### src/rtl/mul_pkg.sv
// mul_pkg: op encodings and FSM state encoding shared by the sequential multiplier.
package mul_pkg;
  typedef enum logic [1:0] {
    OP_MUL   = 2'b00,
    OP_MLA   = 2'b01,
    OP_UMULL = 2'b10,
    OP_SMULL = 2'b11
  } op_t;
  typedef enum logic [1:0] {
    S_IDLE = 2'b00,
    S_CALC = 2'b01,
    S_FIX  = 2'b10,
    S_DONE = 2'b11
  } state_t;
endpackage

### src/rtl/mul_sign_fix.sv
// mul_sign_fix: conditional two's-complement negate of a W-bit value.
module mul_sign_fix #(
  parameter int W = 32
) (
  input  logic [W-1:0] i_val,
  input  logic         i_neg,
  output logic [W-1:0] o_val
);
  assign o_val = i_neg ? (~i_val + W'(1)) : i_val;
endmodule

### src/rtl/mul_seq_unit.sv
// mul_seq_unit: radix-2 shift-add multiplier (MUL/MLA/UMULL/SMULL), IDLE->CALC->FIX->DONE.
// Define MUL_SEQ_EARLY_TERM_EN to leave CALC once the remaining multiplier bits are zero.
module mul_seq_unit
  import mul_pkg::*;
#(
  parameter int WIDTH = 32
) (
  input  logic             clk,
  input  logic             reset,
  input  logic             start,
  input  logic [1:0]       op,
  input  logic [WIDTH-1:0] a,
  input  logic [WIDTH-1:0] b,
  input  logic [WIDTH-1:0] acc,
  output logic             busy,
  output logic             done,
  output logic [WIDTH-1:0] result_lo,
  output logic [WIDTH-1:0] result_hi,
  output logic [1:0]       flags
);
  localparam int CW = $clog2(WIDTH + 1);
  state_t               r_state, w_next;
  op_t                  r_op;
  logic                 r_sign;
  logic [2*WIDTH-1:0]   r_mcand, r_prod;
  logic [WIDTH-1:0]     r_mplier, r_acc;
  logic [CW-1:0]        r_cnt;
  logic [WIDTH-1:0]     w_abs_a, w_abs_b, w_mplier_nxt, w_lo, w_hi;
  logic [2*WIDTH-1:0]   w_prod_nxt, w_fixed;
  logic                 w_last, w_wide;
  mul_sign_fix #(.W(WIDTH)) u_fix_a (
    .i_val(a), .i_neg((op == OP_SMULL) && a[WIDTH-1]), .o_val(w_abs_a)
  );
  mul_sign_fix #(.W(WIDTH)) u_fix_b (
    .i_val(b), .i_neg((op == OP_SMULL) && b[WIDTH-1]), .o_val(w_abs_b)
  );
  mul_sign_fix #(.W(2*WIDTH)) u_fix_p (
    .i_val(r_prod), .i_neg(r_sign), .o_val(w_fixed)
  );
  assign w_prod_nxt   = r_prod + (r_mplier[0] ? r_mcand : '0);
  assign w_mplier_nxt = r_mplier >> 1;
`ifdef MUL_SEQ_EARLY_TERM_EN
  assign w_last = (r_cnt == CW'(WIDTH - 1)) || (w_mplier_nxt == '0);
`else
  assign w_last = (r_cnt == CW'(WIDTH - 1));
`endif
  assign w_wide = (r_op == OP_UMULL) || (r_op == OP_SMULL);
  assign w_lo   = (r_op == OP_MLA) ? w_fixed[WIDTH-1:0] + r_acc : w_fixed[WIDTH-1:0];
  assign w_hi   = w_wide ? w_fixed[2*WIDTH-1:WIDTH] : '0;
  assign busy   = (r_state != S_IDLE);
  assign done   = (r_state == S_DONE);
  always_comb begin
    w_next = r_state;
    w_next = (r_state == S_IDLE) ? (start ? S_CALC : S_IDLE) :
             (r_state == S_CALC) ? (w_last ? S_FIX : S_CALC) :
             (r_state == S_FIX)  ? S_DONE : S_IDLE;
  end
  always_ff @(posedge clk) begin
    if (reset) r_state <= S_IDLE;
    else       r_state <= w_next;
  end
  always_ff @(posedge clk) begin
    if (reset) begin
      r_op      <= OP_MUL;
      r_sign    <= 1'b0;
      r_mcand   <= '0;
      r_prod    <= '0;
      r_mplier  <= '0;
      r_acc     <= '0;
      r_cnt     <= '0;
      result_lo <= '0;
      result_hi <= '0;
      flags     <= '0;
    end else begin
      if (r_state == S_IDLE && start) begin
        r_op     <= op_t'(op);
        r_sign   <= (op == OP_SMULL) && (a[WIDTH-1] ^ b[WIDTH-1]);
        r_mcand  <= {{WIDTH{1'b0}}, w_abs_a};
        r_mplier <= w_abs_b;
        r_acc    <= acc;
        r_prod   <= '0;
        r_cnt    <= '0;
      end
      if (r_state == S_CALC) begin
        r_prod   <= w_prod_nxt;
        r_mcand  <= r_mcand << 1;
        r_mplier <= w_mplier_nxt;
        r_cnt    <= r_cnt + CW'(1);
      end
      if (r_state == S_FIX) begin
        result_lo <= w_lo;
        result_hi <= w_hi;
        flags     <= {w_wide ? w_hi[WIDTH-1] : w_lo[WIDTH-1], ~|{w_hi, w_lo}};
      end
    end
  end
endmodule
### config.mk
export PLATFORM = sky130hd
export DESIGN_NAME = mul_seq_unit
export DESIGN_NICKNAME = d
export VERILOG_FILES = /design/src/rtl/mul_pkg.sv /design/src/rtl/mul_sign_fix.sv /design/src/rtl/mul_seq_unit.sv
export SDC_FILE = /design/constraint.sdc
export NUM_CORES = 1
export LEC_CHECK = 0
export BUFFER_PORTS_ARGS = -buffer_cell sky130_fd_sc_hd__clkbuf_2
export CORE_MARGIN = 10
export CORE_UTILIZATION = 60
export DETAILED_ROUTE_END_ITERATION = 7
export GPL_TIMING_DRIVEN = 1
export PLACE_DENSITY = 0.8
export SKIP_LAST_GASP = 1
export SYNTH_ARGS = -nofsm -noshare
export SYNTH_HDL_FRONTEND = slang
export SYNTH_SLANG_ARGS = --single-unit
### constraint.sdc
create_clock -name clk -period 11.38 [get_ports clk]
set_input_delay 2.276 -clock clk [delete_from_list [all_inputs] [get_ports clk]]
set_output_delay 2.276 -clock clk [all_outputs]
set_load 0.005 [all_outputs]
# --- Yosys cells after proc, flatten, opt, wreduce, memory -nomap -nowiden ---
# Cells that the tools add are included.
totals:
  ff_bits: 269
  latchBits: 0
  mem_bits_rw: 0
  rom_bits: 0
  inputBits: 101
  output_inout_bits: 68
  wordCells: 62
  mem_count: 0
classes:
  n_addsub: 6
  n_mul: 0
  n_div: 0
  n_lt_le_gt_ge: 0
  n_eq_ne: 8
  shifts: 0
  mux: 20
  bitwise: 4
  reduce_logical: 11
op_table:
  columns: ["cell", "n"]
  rows:
  - ["64-bit 2-to-1 mux", 6]
  - ["32-bit 2-to-1 mux", 4]
  - ["32-bit by 1-bit adder with 32-bit output, second input constant", 2]
  - ["64-bit by 1-bit adder with 64-bit output, second input constant", 1]
  - ["64-bit adder", 1]
  - ["32-bit NOT", 2]
  - ["64-bit NOT", 1]
  - ["64-bit OR reduction", 1]
  - ["31-bit 2-to-1 mux", 2]
  - ["32-bit adder", 1]
  - ["6-bit 2-to-1 mux", 2]
  - ["2-bit == test, second input constant", 5]
  - ["2-bit 2-to-1 mux", 4]
  - ["6-bit by 1-bit adder with 6-bit output, second input constant", 1]
  - ["6-bit by 5-bit == test with 1-bit output, second input constant", 1]
  - ["2-bit by 1-bit == test with 1-bit output, second input constant", 2]
  - ["1-bit logical AND", 4]
  - ["2-bit nonzero test", 2]
  - ["2-bit logical NOT", 1]
  - ["1-bit 2-to-1 mux", 2]
  - ["2-bit OR reduction", 1]
  - ["1-bit logical NOT", 1]
  - ["1-bit logical OR", 1]
  - ["1-bit XOR", 1]

# --- Longest topological paths before layout ---
depth:
  word_depth: 7
  ltp_mapped: 20
  mapped_depth_nobuf: 18

# --- By module ---
# A second synthesis with hierarchy kept.
hier_totals:
  cells_unflattened: 2531
  hier_area_um2: 19244.7
by_module_without_submodules:
  columns: ["mod", "n_inst", "cells_each", "area_each_um2", "seq_area_each_um2"]
  rows:
  - ["mul_seq_unit", 1, 2136, 16160.5, 5385.2]
  - ["mul_sign_fix at u_fix_a ...", 2, 99, 777.0, 0.0]
  - ["mul_sign_fix at u_fix_p", 1, 197, 1530.2, 0.0]

# --- Worst setup path before layout ---
# No wires, ideal clock.
synth_path:
  path_type: "input port to flip-flop"
  startpoint: "input b[4]"
  endpoint: "register r_mplier[29]"
  setup_ns: 0.070
  arrival_time_ns: 4.321
  required_ns: 11.310
  path_slack_ns: 6.989
  stages: 10
  n_path_buf: 0
  path_cell_list: "nor3_1 > nand2_1 > nor3_1 > nand2_1 > or4_1 > nand2b_1 > o41ai_1 > xnor2_1 > nand2_1 > a21oi_1"
synth_via:
  elab_chain_len: 5
synth_rtl:
  columns: ["item", "line_no", "source"]
  rows:
  - ["start: declaration", "mul_seq_unit.sv:13", "input logic [WIDTH-1:0] b,"]
  - ["32-bit NOT", "mul_sign_fix.sv:9", "assign o_val = i_neg ? (~i_val + W'(1)) : i_val;"]
  - ["32-bit by 1-bit adder with 32-bit output", "mul_sign_fix.sv:9", null]
  - ["32-bit 2-to-1 mux", "mul_sign_fix.sv:9", null]
  - ["31-bit 2-to-1 mux", "mul_seq_unit.sv:75", "if (r_state == S_IDLE && start) begin"]
  - ["31-bit 2-to-1 mux", "mul_seq_unit.sv:84", "if (r_state == S_CALC) begin"]
  - ["end signal: assignment", "mul_seq_unit.sv:79", "r_mplier <= w_abs_b;"]
  - ["end signal: assignment", "mul_seq_unit.sv:87", "r_mplier <= w_mplier_nxt;"]
  - ["end: declaration", "mul_seq_unit.sv:26", "logic [WIDTH-1:0] r_mplier, r_acc;"]
# No other way between the ends. The select of a mux whose other input is x is not followed.
# A chain may end at the register's enable or synchronous reset.

# --- Final worst setup path ---
layout_path:
  startpoint: "register r_prod[7]"
  endpoint: "register flags[0]"
layout_via:
  elab_chain_len: 7
  elab_cells_between_ends: 8
  cone_classes: "2 x add/sub; 3 x mux; 1 x bitwise; 2 x reduce/logical"
layout_rtl:
  columns: ["item", "line_no", "source"]
  rows:
  - ["start: declaration", "mul_seq_unit.sv:25", "logic [2*WIDTH-1:0] r_mcand, r_prod;"]
  - ["start signal: assignment", "mul_seq_unit.sv:85", "r_prod <= w_prod_nxt;"]
  - ["64-bit NOT", "mul_sign_fix.sv:9", null]
  - ["64-bit by 1-bit adder with 64-bit output", "mul_sign_fix.sv:9", null]
  - ["64-bit 2-to-1 mux *", "mul_sign_fix.sv:9", null]
  - ["32-bit adder", "mul_seq_unit.sv:48", "assign w_lo = (r_op == OP_MLA) ? w_fixed[WIDTH-1:0] + r_acc : w_fixed[WIDTH-1:0];"]
  - ["32-bit 2-to-1 mux", "mul_seq_unit.sv:48", null]
  - ["64-bit OR reduction *", "mul_seq_unit.sv:93", "flags <= {w_wide ? w_hi[WIDTH-1] : w_lo[WIDTH-1], ~|{w_hi, w_lo}};"]
  - ["1-bit logical NOT *", "mul_seq_unit.sv:93", null]
  - ["end signal: assignment", "mul_seq_unit.sv:93", null]
  - ["end: declaration", "mul_seq_unit.sv:19", "output logic [1:0] flags"]
# Every way passes the cells marked *; elsewhere a longest branch is shown, timed or not.

==> flow_summary.yaml <==
layout:
  syn_to_final_growth_pct: 9.79
  insertedDiodeCount: 0
  layout_commonest_cell: "nand2_1"
  fin_nets: 2790
  mostFrequentLayoutCells: "348 x nand2_1, 297 x a21oi_1, 269 x dfxtp_1, 211 x nor2_1, 167 x clkbuf_2"
  drive_gt1_share_pct: 10.4
timing:
  clock.fmax_ghz: 0.197
  final_max_slew_viol_count: 0
  period_needed_ns: 5.08
  rsz0062_at_grt: "false"
  setup_viol: 0
  period_share_pct: 44.7
  final_hold_viol_count: 0
  slew_headroom_pct: 11.1
  setup_tns_ns: 0
  skew_ns: 0.0151
  worst_slew_pin_slew_ns: 1.30
global_route:
  grt_max_degree: 97
  gr-total-overflow: 0
  antenna_found_initial: 0
  grt_use_total_pct: 27.8
  grt_pass1_vias: 17600
  grt_pass1_wl_um: 91100
pwr:
  seqPwrFrac_pct: 44.7
  switching_share_pct: 27.2
  p_total_w: 0.00222
  power_density_mw_per_mm2: 107
  ir_drop_v: 0.000108
  combPwrFrac_pct: 12.1
  internal_power_w: 0.00162
  p_switching_w: 0.000606
  leakagePower_nw: 8.85
  clock_power_share_pct: 43.2
logic_synthesis:
  synth_edf_count: 0
  synth.avg_cell_area_um2: 7.49
  ys_seq_area_share_pct: 28.5
  synth_nets: 2736
  synthFlopType: "dfxtp_1"
  ys_ff_latch: 269
  yosysWarnings: 0
  synth_area_mm2: 0.0189
  yosysUniqueCellTypes: 83
  synth_cells: 2527
  async_reset_ff_share_pct: 0
detailed_routing:
  drtPass1Iterations: 5
  viasPerCell: 6.35
  drc: 0
  ant_nets: 0
  num_vias: 19000
  wire_per_inst_um: 18.9
  totalWireLength_um: 56600
  drt_iter0_markers: 1629
run:
  maxCapViolations: 0
clock_tree:
  cts_max_level: 1
  root_buffer: "clkbuf_16"
  cts_tree: "built"
  clk_path_buf_depth: 3
  cts_buffers: 29
  clkSlewWorstSetupHoldPaths_ns: 0.07
  clkSinkCount: 269
  ctsHoldBuffers: 0
  post-cts-setup-buffers: 0
  cts_resized: 0
  clock_latency_ns: 0.58
min_path:
  hp-class: "reg2reg"
floorplanning:
  fp.dieH_um: 198
  initial_core_util_pct: 61.4
  core-area_mm2: 0.0308
  row_count: 64
  die-area_mm2: 0.0390
  die_w_um: 198
  io_pins: 169
setup_path:
  critPathKind: "reg2reg"
  crit_top_cell: "o211ai_1"
  cp_data_required_time_ns: 11.90
  crit_chain: "nor4_2 > nand3_1 > or2_2 > o21ai_0 > xor2_1 > inv_1 > ha_1 > a21oi_1 > o211ai_1 > a41oi_1 > o31ai_1 > xnor2_1 > o211ai_1 > or4_1 > nor4_1 > nand4_1 > o21ai_1"
  slowest_stage: "nor4_2"
  slowest_delay_ns: 0.55
  critPathMaxFanout: 6
  arrival_ns: 5.60
  end_kind: "flop"
  cp-start-kind: "flop"
placement:
  numPortBuffers: 168
  routabilityCongestion: 1.02
  dp_hpwl_um: 42600
status:
  status: "finished clean"
[registers in the layout (all words and copies together), names as in the netlist]
| name | flops |
|---|---|
| flags | 2 |
| r_acc | 32 |
| r_cnt | 6 |
| r_mcand | 64 |
| r_mplier | 32 |
| r_op | 2 |
| r_prod | 64 |
| r_sign | 1 |
| r_state | 2 |
| result_hi | 32 |
| result_lo | 32 |
[area by class of cell]
type                    count  area, um^2
well taps                 396         495
clock inverters            12         159
inverters                  42         158
repair buffers            183         960
multi-input cells        2056       12800
clock buffers              41         801
fillers                  2719       10100
flip-flops and latches    269        5390
[power by group through the flow]
| stage | clock [W] | combinational, W | sequential [W] |
|---|---|---|---|
| 2_1_floorplan | 0 | 0.000191 | 0.00100 |
| 3_3_place_gp | 0 | 0.000260 | 0.00101 |
| 3_5_place_dp | 0 | 0.000266 | 0.00101 |
| 4_1_cts | 0.000972 | 0.000267 | 0.000994 |
| 5_1_grt | 0.00101 | 0.000299 | 0.000998 |
| 6_report | 0.000961 | 0.000270 | 0.000994 |
[path summary, 6_finish.rpt]
check | cells after the start | end | start | slack (ns)
hold reg to reg | 2 | result_hi[8] | result_hi[8] | 0.46
hold / removal | 2 | result_hi[8] | result_hi[8] | 0.46
setup reg to reg | 17 | flags[0] | r_prod[7] | 6.30
setup / recovery | 17 | flags[0] | r_prod[7] | 6.30
[worst max-delay path: cells and delay by family, from the launching register on]
family / cells / cell delay, ns
DFF: 1 / 0.39
AOI/OAI and AO/OA: 7 / 1.44
adders and majority gates: 1 / 0.28
and+or+nand+nor: 6 / 2.20
xor gates and xnor gates: 2 / 0.61
buffers and inverters: 1 / 0.11
[metal layers]
layer	up-vias	GRT usage, %	wire, um
met5	-	0	0
met1	8869	38.8	25800
met2	814	43.2	24500
li1	9273	-	-
met3	92	4.80	4970
met4	0	7.55	1220
[cells in the mapped netlist, drive strengths merged, types with 4 or more instances]
library cell / number / area (um^2)
nor3: 48 / 240
a41oi: 5 / 43.8
nor4: 23 / 184
o211ai: 15 / 113
nor2: 212 / 796
nor2b: 11 / 68.8
dfxtp: 269 / 5390
nand4: 21 / 131
a21oi: 297 / 1490
o21bai: 18 / 135
xnor2: 113 / 990
a31oi: 17 / 106
a221oi: 7 / 61.3
a21o: 57 / 428
or4: 20 / 159
xor2: 69 / 604
nand3b: 5 / 37.5
or3: 34 / 219
or2: 10 / 62.6
o21a: 17 / 128
nand2b: 14 / 87.6
and3: 21 / 131
o211a: 4 / 40.0
a2111oi: 4 / 35.0
a211oi: 38 / 285
o41ai: 22 / 208
nand3: 100 / 500
o21ai: 105 / 526
clkbuf: 137 / 514
a211o: 4 / 35.0
nor3b: 4 / 30.0
nand2: 349 / 1310
a31o: 8 / 70.1
o31ai: 27 / 216
and2: 75 / 469
a22oi: 102 / 766
mux2i: 21 / 210
inv: 41 / 154
buf: 23 / 88.8
ha: 106 / 1330
[per-stage QoR]
stage	worst slack, ns	area [um^2]	util [%]	hold slack (ns)	std cells
after floorplan	6.99	18900	-	0.440	2527
after global placement	6.10	19800	64.3	0.441	2946
after detailed placement	6.03	19800	64.3	0.456	2946
after CTS	6.36	20800	67.4	0.464	2999
after global routing	5.88	20800	67.4	0.479	2999
final	6.30	20800	67.4	0.459	2999
[cells by family after synthesis]
family	after synthesis	share of synthesized area [%]
multiplexers	23	1.23
flip-flops	269	28.5
buffers and inverters	202	4.02
adder cells (fa/ha/maj)	108	7.22
AND/OR/NAND/NOR	957	24.0
AO/OA/AOI/OAI	786	26.7
XOR/XNOR	182	8.42
Note: power is estimated with default switching activity, not from simulation.
